**config.mk**
```make
export PLATFORM = sky130hd
export DESIGN_NAME = online_mult_ctrl
export DESIGN_NICKNAME = d
export VERILOG_FILES = /design/src/rtl/online_mult_ctrl.sv
export SDC_FILE = /design/constraint.sdc
export NUM_CORES = 1
export LEC_CHECK = 0
export BUFFER_PORTS_ARGS = -buffer_cell sky130_fd_sc_hd__buf_2
export CAP_MARGIN = 40
export CORE_MARGIN = 10
export CORE_UTILIZATION = 48
export CTS_CLUSTER_DIAMETER = 200
export DETAILED_ROUTE_END_ITERATION = 10
export PLACE_DENSITY = 0.68
export SLEW_MARGIN = 20
export SYNTH_ARGS = -nofsm -noshare
export SYNTH_HDL_FRONTEND = slang
export SYNTH_SLANG_ARGS = --single-unit
```
**constraint.sdc**
```tcl
create_clock -name clk -period 4.41 [get_ports clk]
set_input_delay 0.882 -clock clk [delete_from_list [all_inputs] [get_ports clk]]
set_output_delay 0.882 -clock clk [all_outputs]
set_load 0.02 [all_outputs]
```
**src/rtl/online_mult_ctrl.sv**
```systemverilog
// Controller for a radix-2 online multiplier. It feeds operand digit pairs to
// two SDVM instances, flushes the online delay with zero digits, and tags each
// product digit.
module online_mult_ctrl #(
  parameter int Num_bits = 4,
  parameter int DELTA    = 3,
  localparam int CW      = $clog2(Num_bits + 1),
  localparam int FW      = $clog2(DELTA + 1)
) (
  input  logic          clk,
  input  logic          asyn_reset,
  input  logic          start,
  input  logic          in_valid,
  input  logic [1:0]    x_digit,
  input  logic [1:0]    y_digit,
  output logic          in_ready,
  output logic [1:0]    x_sel,
  output logic [1:0]    y_sel,
  output logic          sdvm_enable,
  output logic          out_valid,
  output logic [CW-1:0] out_idx,
  output logic          busy,
  output logic          done,
  output logic          err_digit
);

  typedef enum logic [2:0] {
    ST_IDLE  = 3'd0,
    ST_INIT  = 3'd1,
    ST_RUN   = 3'd2,
    ST_FLUSH = 3'd3,
    ST_DONE  = 3'd4
  } state_t;

  state_t        state_r;
  logic [CW-1:0] in_cnt_r;
  logic [CW-1:0] out_cnt_r;
  logic [FW-1:0] flush_cnt_r;
  logic          in_ready_r;
  logic          out_valid_r;
  logic [CW-1:0] out_idx_r;
  logic          busy_r;
  logic          done_r;
  logic          err_digit_r;

  logic          accept_s;
  logic          in_flush_s;
  logic          emit_s;
  logic          bad_s;
  logic          sdvm_en_s;
  logic [1:0]    x_sel_s;
  logic [1:0]    y_sel_s;

  function automatic logic is_illegal(input logic [1:0] d);
    return (d == 2'b11);
  endfunction

  // The illegal encoding is neutralised to a zero digit so the datapath keeps running.
  function automatic logic [1:0] sanitize_digit(input logic [1:0] d);
    logic [1:0] r;
    if (is_illegal(d)) begin
      r = 2'b00;
    end else begin
      r = d;
    end
    return r;
  endfunction

  // Handshake, emit detection and SDVM digit selection
  always_comb begin
    accept_s   = in_valid & in_ready_r;
    in_flush_s = (state_r == ST_FLUSH);
    emit_s     = (accept_s & (state_r == ST_RUN)) | in_flush_s;
    sdvm_en_s  = accept_s | in_flush_s;
    bad_s      = accept_s & (is_illegal(x_digit) | is_illegal(y_digit));
    if (accept_s) begin
      x_sel_s = sanitize_digit(x_digit);
      y_sel_s = sanitize_digit(y_digit);
    end else begin
      x_sel_s = 2'b00;
      y_sel_s = 2'b00;
    end
  end

  assign in_ready    = in_ready_r;
  assign x_sel       = x_sel_s;
  assign y_sel       = y_sel_s;
  assign sdvm_enable = sdvm_en_s;
  assign out_valid   = out_valid_r;
  assign out_idx     = out_idx_r;
  assign busy        = busy_r;
  assign done        = done_r;
  assign err_digit   = err_digit_r;

  // Operation sequencer with counters and registered status outputs
  always_ff @(posedge clk or negedge asyn_reset) begin
    if (!asyn_reset) begin
      state_r     <= ST_IDLE;
      in_cnt_r    <= '0;
      out_cnt_r   <= '0;
      flush_cnt_r <= '0;
      in_ready_r  <= 1'b0;
      out_valid_r <= 1'b0;
      out_idx_r   <= '0;
      busy_r      <= 1'b0;
      done_r      <= 1'b0;
      err_digit_r <= 1'b0;
    end else begin
      case (state_r)
        ST_IDLE: begin
          if (start) begin
            state_r     <= ST_INIT;
            in_cnt_r    <= '0;
            out_cnt_r   <= '0;
            err_digit_r <= 1'b0;
            in_ready_r  <= 1'b1;
            busy_r      <= 1'b1;
          end else begin
            state_r <= ST_IDLE;
          end
        end
        ST_INIT: begin
          if (accept_s) begin
            in_cnt_r <= in_cnt_r + CW'(1);
            if ((in_cnt_r + CW'(1)) == CW'(DELTA)) begin
              state_r <= ST_RUN;
            end else begin
              state_r <= ST_INIT;
            end
          end else begin
            state_r <= ST_INIT;
          end
        end
        ST_RUN: begin
          if (accept_s) begin
            in_cnt_r <= in_cnt_r + CW'(1);
            if ((in_cnt_r + CW'(1)) == CW'(Num_bits)) begin
              state_r     <= ST_FLUSH;
              in_ready_r  <= 1'b0;
              flush_cnt_r <= '0;
            end else begin
              state_r <= ST_RUN;
            end
          end else begin
            state_r <= ST_RUN;
          end
        end
        ST_FLUSH: begin
          flush_cnt_r <= flush_cnt_r + FW'(1);
          if (flush_cnt_r == FW'(DELTA - 1)) begin
            state_r <= ST_DONE;
            done_r  <= 1'b1;
          end else begin
            state_r <= ST_FLUSH;
          end
        end
        ST_DONE: begin
          state_r <= ST_IDLE;
          done_r  <= 1'b0;
          busy_r  <= 1'b0;
        end
        default: begin
          state_r    <= ST_IDLE;
          in_ready_r <= 1'b0;
          done_r     <= 1'b0;
          busy_r     <= 1'b0;
        end
      endcase

      if (bad_s) begin
        err_digit_r <= 1'b1;
      end

      // Product digits trail their emitting cycle by one, matching the SDVM select delay.
      out_valid_r <= emit_s;
      if (emit_s) begin
        out_idx_r <= out_cnt_r;
        out_cnt_r <= out_cnt_r + CW'(1);
      end
    end
  end

endmodule

```
==> summary by stage <==
Run status
The flow ran to the end, and the final reports show no timing, DRC or antenna violations.

Floorplan
The initial utilization of the core area, before any placement, comes to 51.61%. 21 I/O pins were placed. In this run the horizontal extent of the chip is 66.63 um. The floorplan has 16 rows.

The die span in y is 66.63 um. The floorplan step defined a die boundary enclosing 4439 um2. The placeable core region is 2022 um2.

Setup path
The critical path's largest stage delay is 0.22 ns. The worst-path cell with the longest stage delay is sky130_fd_sc_hd__nor3b_1. The type of element launching the critical path is an input port. The count of buffer and inverter cells on the critical path is 2. The capturing element type of the critical path is an output pin.

The signal on the critical path passes through buf_2 -> nand2_1 -> nor3b_1 -> buf_2. The critical path in this run is classified as in2out. The peak fanout along the critical path is 8. Data arrives at the worst endpoint at 1.58 ns. Data on the critical path is required at its endpoint by 3.53 ns. Broken down by cell family, the worst path's largest delay share belongs to simple AND/OR/NAND/NOR gates. The critical path's most frequent cell is sky130_fd_sc_hd__buf_2.

Route
The remaining antenna violation count after routing is 0. Summing over every cut layer, the via total after detailed routing is 812. The number of optimization iterations in the first detailed-route pass is 4. Using the TritonRoute via totals, the vias-per-cell ratio works out to 5.600. Dividing the detail-routed wire length by the instance count gives 14.63 um. The detailed router finished its first iteration with 16 violations.

The sum of routed wire length over all layers is 2.122 mm. After detailed routing, the number of remaining DRC violations is 0.

Clock network
In this run, post-CTS repair resized a total of 0 instances. TritonCTS built the clock tree. The number of hold buffers added after CTS was 0. The clock latency on the worst-skew pair is 0.29 ns.

CTS built an H-tree with a depth of 1. In this run the clock root is driven by a sky130_fd_sc_hd__clkbuf_4. The clock drives 19 sinks. Clock tree synthesis inserted a total of 3 buffers. The post-CTS repair timing setup buffer count is 0. The buffer depth of the longest clock path is 2. The clock-pin slew of the registers on the worst-case setup and hold paths is 0.11 ns.

Power and ir drop
The portion of total power attributed to the clock network is 11.9%. The worst IR drop on VDD is 0.2991 mV. The power density normalized to cell area is 644.5 nW/um2. The internal portion of total power is 430.2 uW. The post-layout total power is 753.2 uW. The logic gate share of total power is 44.6%. The leakage dissipation is 0.0005613 uW. For this design the total switching power over the nets is 323.0 uW. The fraction of power consumed by sequential logic is 43.4%. The switching part of the total is 42.88%.

Logic synthesis
The proportion of register bits with asynchronous set or reset after synthesis is 100.0%. The gate count after technology mapping is 100. A synthesized cell averages 10.44 um2.

When the netlist entered floorplanning its net count stood at 113. The most used flip-flop cell after synthesis is sky130_fd_sc_hd__dfrtp_1. Ranked by total cell area, the synthesized netlist is headed by sky130_fd_sc_hd__dfrtp_1 (46%), sky130_fd_sc_hd__ha_1 (6.0%), sky130_fd_sc_hd__mux2_2 (5.4%). After synthesis, the largest area contributor takes up 45.56% of total cell area. The number of unique standard cell types used by synthesis is 34. The area of the mapped netlist is 1044 um2. The largest area contributor in the synthesized netlist is sky130_fd_sc_hd__dfrtp_1. The share of the Yosys chip area taken by registers is 45.56%. Yosys printed 0 warnings. Counting flops with a built-in enable in the synthesized netlist gives 0. Synthesis inferred 19 register bits.

Layout
The top cell types in the final layout, fill and taps aside, are sky130_fd_sc_hd__buf_2 (20), sky130_fd_sc_hd__dfrtp_1 (19), sky130_fd_sc_hd__o21ai_0 (9). The final design instance area without fill is 1169 um2. For this run, the share of the core covered by cells in the final layout is 57.80%. The repair_antennas step left the layout with diodes totalling 0. The fraction of final layout cells sized beyond drive strength 1 is 27.12%.

The most common cell after layout, fill and taps aside is sky130_fd_sc_hd__buf_2. The area growth from synthesis to final layout is 11.99%. Fill cells in the final layout number 179.

The final net count is 132.

GRT
For this run, the total global-route usage over all layers was measured as 10.37%. The layer carrying the most global-route usage is met1. The wire length of the first global-routing pass is 3.684 mm. The remaining global-route overflow is 0. The met3 usage is 3.679%.

Global routing consumed, on the met1 layer, 14.07% of the routing resources. The via count of the first global-routing pass is 814. Entering global routing, the biggest net connects 22 pins. The initial antenna violation count is 0. The global-route track usage on met2 is 13.74%.

Timing
The final-layout setup total negative slack is 0 ns. The final cycle utilization of the critical path is 55.93%. Clock skew on the completed layout was measured at 0.003668 ns. The worst pin sits at a relative slew slack of 55.35%. The number of slew-limit violations in the final report is 0.

The final hold violation count is 0. Setup violations remaining at the end of the flow were counted as 0. The time the worst path needs with I/O delays and setup is 2.466 ns. Setup repair after global routing left no endpoint under its margin. For the pin with the worst max-slew slack, the measured transition is 0.6698 ns. The maximum operating frequency is 405.4 MHz.

Worst hold path
The classification of the worst-slack hold path is reg2reg.

Placement
The cell area after placement is 1141 um2. The post-detailed-placement half-perimeter wirelength is 1.579 mm. In this run the tool buffered the top-level ports with 20 buffer cells.

At the end of routability-driven placement, the weighted congestion stood at 0.8651.

Job
The count of max-cap constraint violations is 0.
==> power by group through the flow <==
stage / Clock [uW] / Combinational, uW / Sequential [uW]
final: 89.8 / 336 / 327
after global routing: 96.3 / 381 / 345
after CTS: 91.8 / 342 / 326
after detailed placement: 0 / 340 / 330
after global placement: 0 / 331 / 325
after floorplan: 0 / 256 / 323
==> cells by family after synthesis <==
logic type,synth area share [%]
buffers and inverters,6.355
flip-flops,45.56
multiplexers,6.355
AND/OR/NAND/NOR,16.79
adder cells (fa/ha/maj),5.995
XOR/XNOR,0.8395
AO/OA/AOI/OAI,18.11
==> worst reg2reg max path, delay by kind of cell (launching register included) <==
family / cells / cell delay [ns]
AOI/OAI and AO/OA: 1 / 0.38
DFF: 1 / 0.64
and+or+nand+nor: 1 / 0.67
==> layer usage <==
layer	vias up	wire, um
met2	20	924
met5	-	0
met4	0	28
met1	385	1023
met3	4	146
li1	403	-
==> state kept, by name (all words and copies together) (netlist names) <==
signal,flops
in_ready,1
err_digit,1
in_cnt_r,3
flush_cnt_r,2
out_idx,3
out_valid,1
state_r,3
done,1
busy,1
out_cnt_r,3
==> Yosys cell counts, types with 2 or more instances <==
library cell and instances:
sky130_fd_sc_hd__o21ai_0 9, sky130_fd_sc_hd__nor3b_1 4, sky130_fd_sc_hd__nor4b_1 2, sky130_fd_sc_hd__nor2_1 4
sky130_fd_sc_hd__nand4b_1 3, sky130_fd_sc_hd__nand2_1 5, sky130_fd_sc_hd__o211ai_1 3, sky130_fd_sc_hd__mux2_2 5
sky130_fd_sc_hd__dfrtp_1 19, sky130_fd_sc_hd__and3_1 2, sky130_fd_sc_hd__a31oi_1 3, sky130_fd_sc_hd__buf_2 4
sky130_fd_sc_hd__inv_1 8, sky130_fd_sc_hd__ha_1 5, sky130_fd_sc_hd__a41oi_1 2, sky130_fd_sc_hd__nand2b_1 2
sky130_fd_sc_hd__a21oi_1 3
==> stage by stage <==
stage | instances | setup slack (ns) | hold WS, ns
after floorplan | 100 | 1.819 | 0.4512
after global placement | 141 | 1.976 | 0.4660
after detailed placement | 141 | 1.929 | 0.4781
after CTS | 145 | 1.932 | 0.5012
after global routing | 145 | 1.815 | 0.5293
final | 145 | 1.944 | 0.4910
==> area by class of cell <==
| class | instances | area (um2) | area share, % |
|---|---|---|---|
| clock buffer | 3 | 22.52 | 1.927 |
| clock inverter | 1 | 5.005 | 0.4283 |
| inverter | 8 | 30.03 | 2.570 |
| multi-input combinational | 67 | 501.7 | 42.93 |
| sequential | 19 | 475.5 | 40.69 |
| tap | 27 | 33.78 | 2.891 |
| timing repair buffer | 20 | 100.1 | 8.565 |
==> final timing paths <==
path / from / cells after the start / slack [ns] / end
hold / removal: err_digit$_DFFE_PN0P_ / 2 / 0.49 / err_digit$_DFFE_PN0P_
hold reg to reg: err_digit$_DFFE_PN0P_ / 2 / 0.49 / err_digit$_DFFE_PN0P_
min in group asynchronous: asyn_reset / 1 / 0.50 / done$_DFFE_PN0P_
setup reg to reg: state_r[0]$_DFF_PN0_ / 2 / 2.60 / out_cnt_r[2]$_DFFE_PN0P_
setup / recovery: in_valid / 4 / 1.94 / x_sel[0]
max in group asynchronous: asyn_reset / 1 / 3.62 / out_cnt_r[2]$_DFFE_PN0P_
No activity file was read; power rests on OpenSTA's default activity.
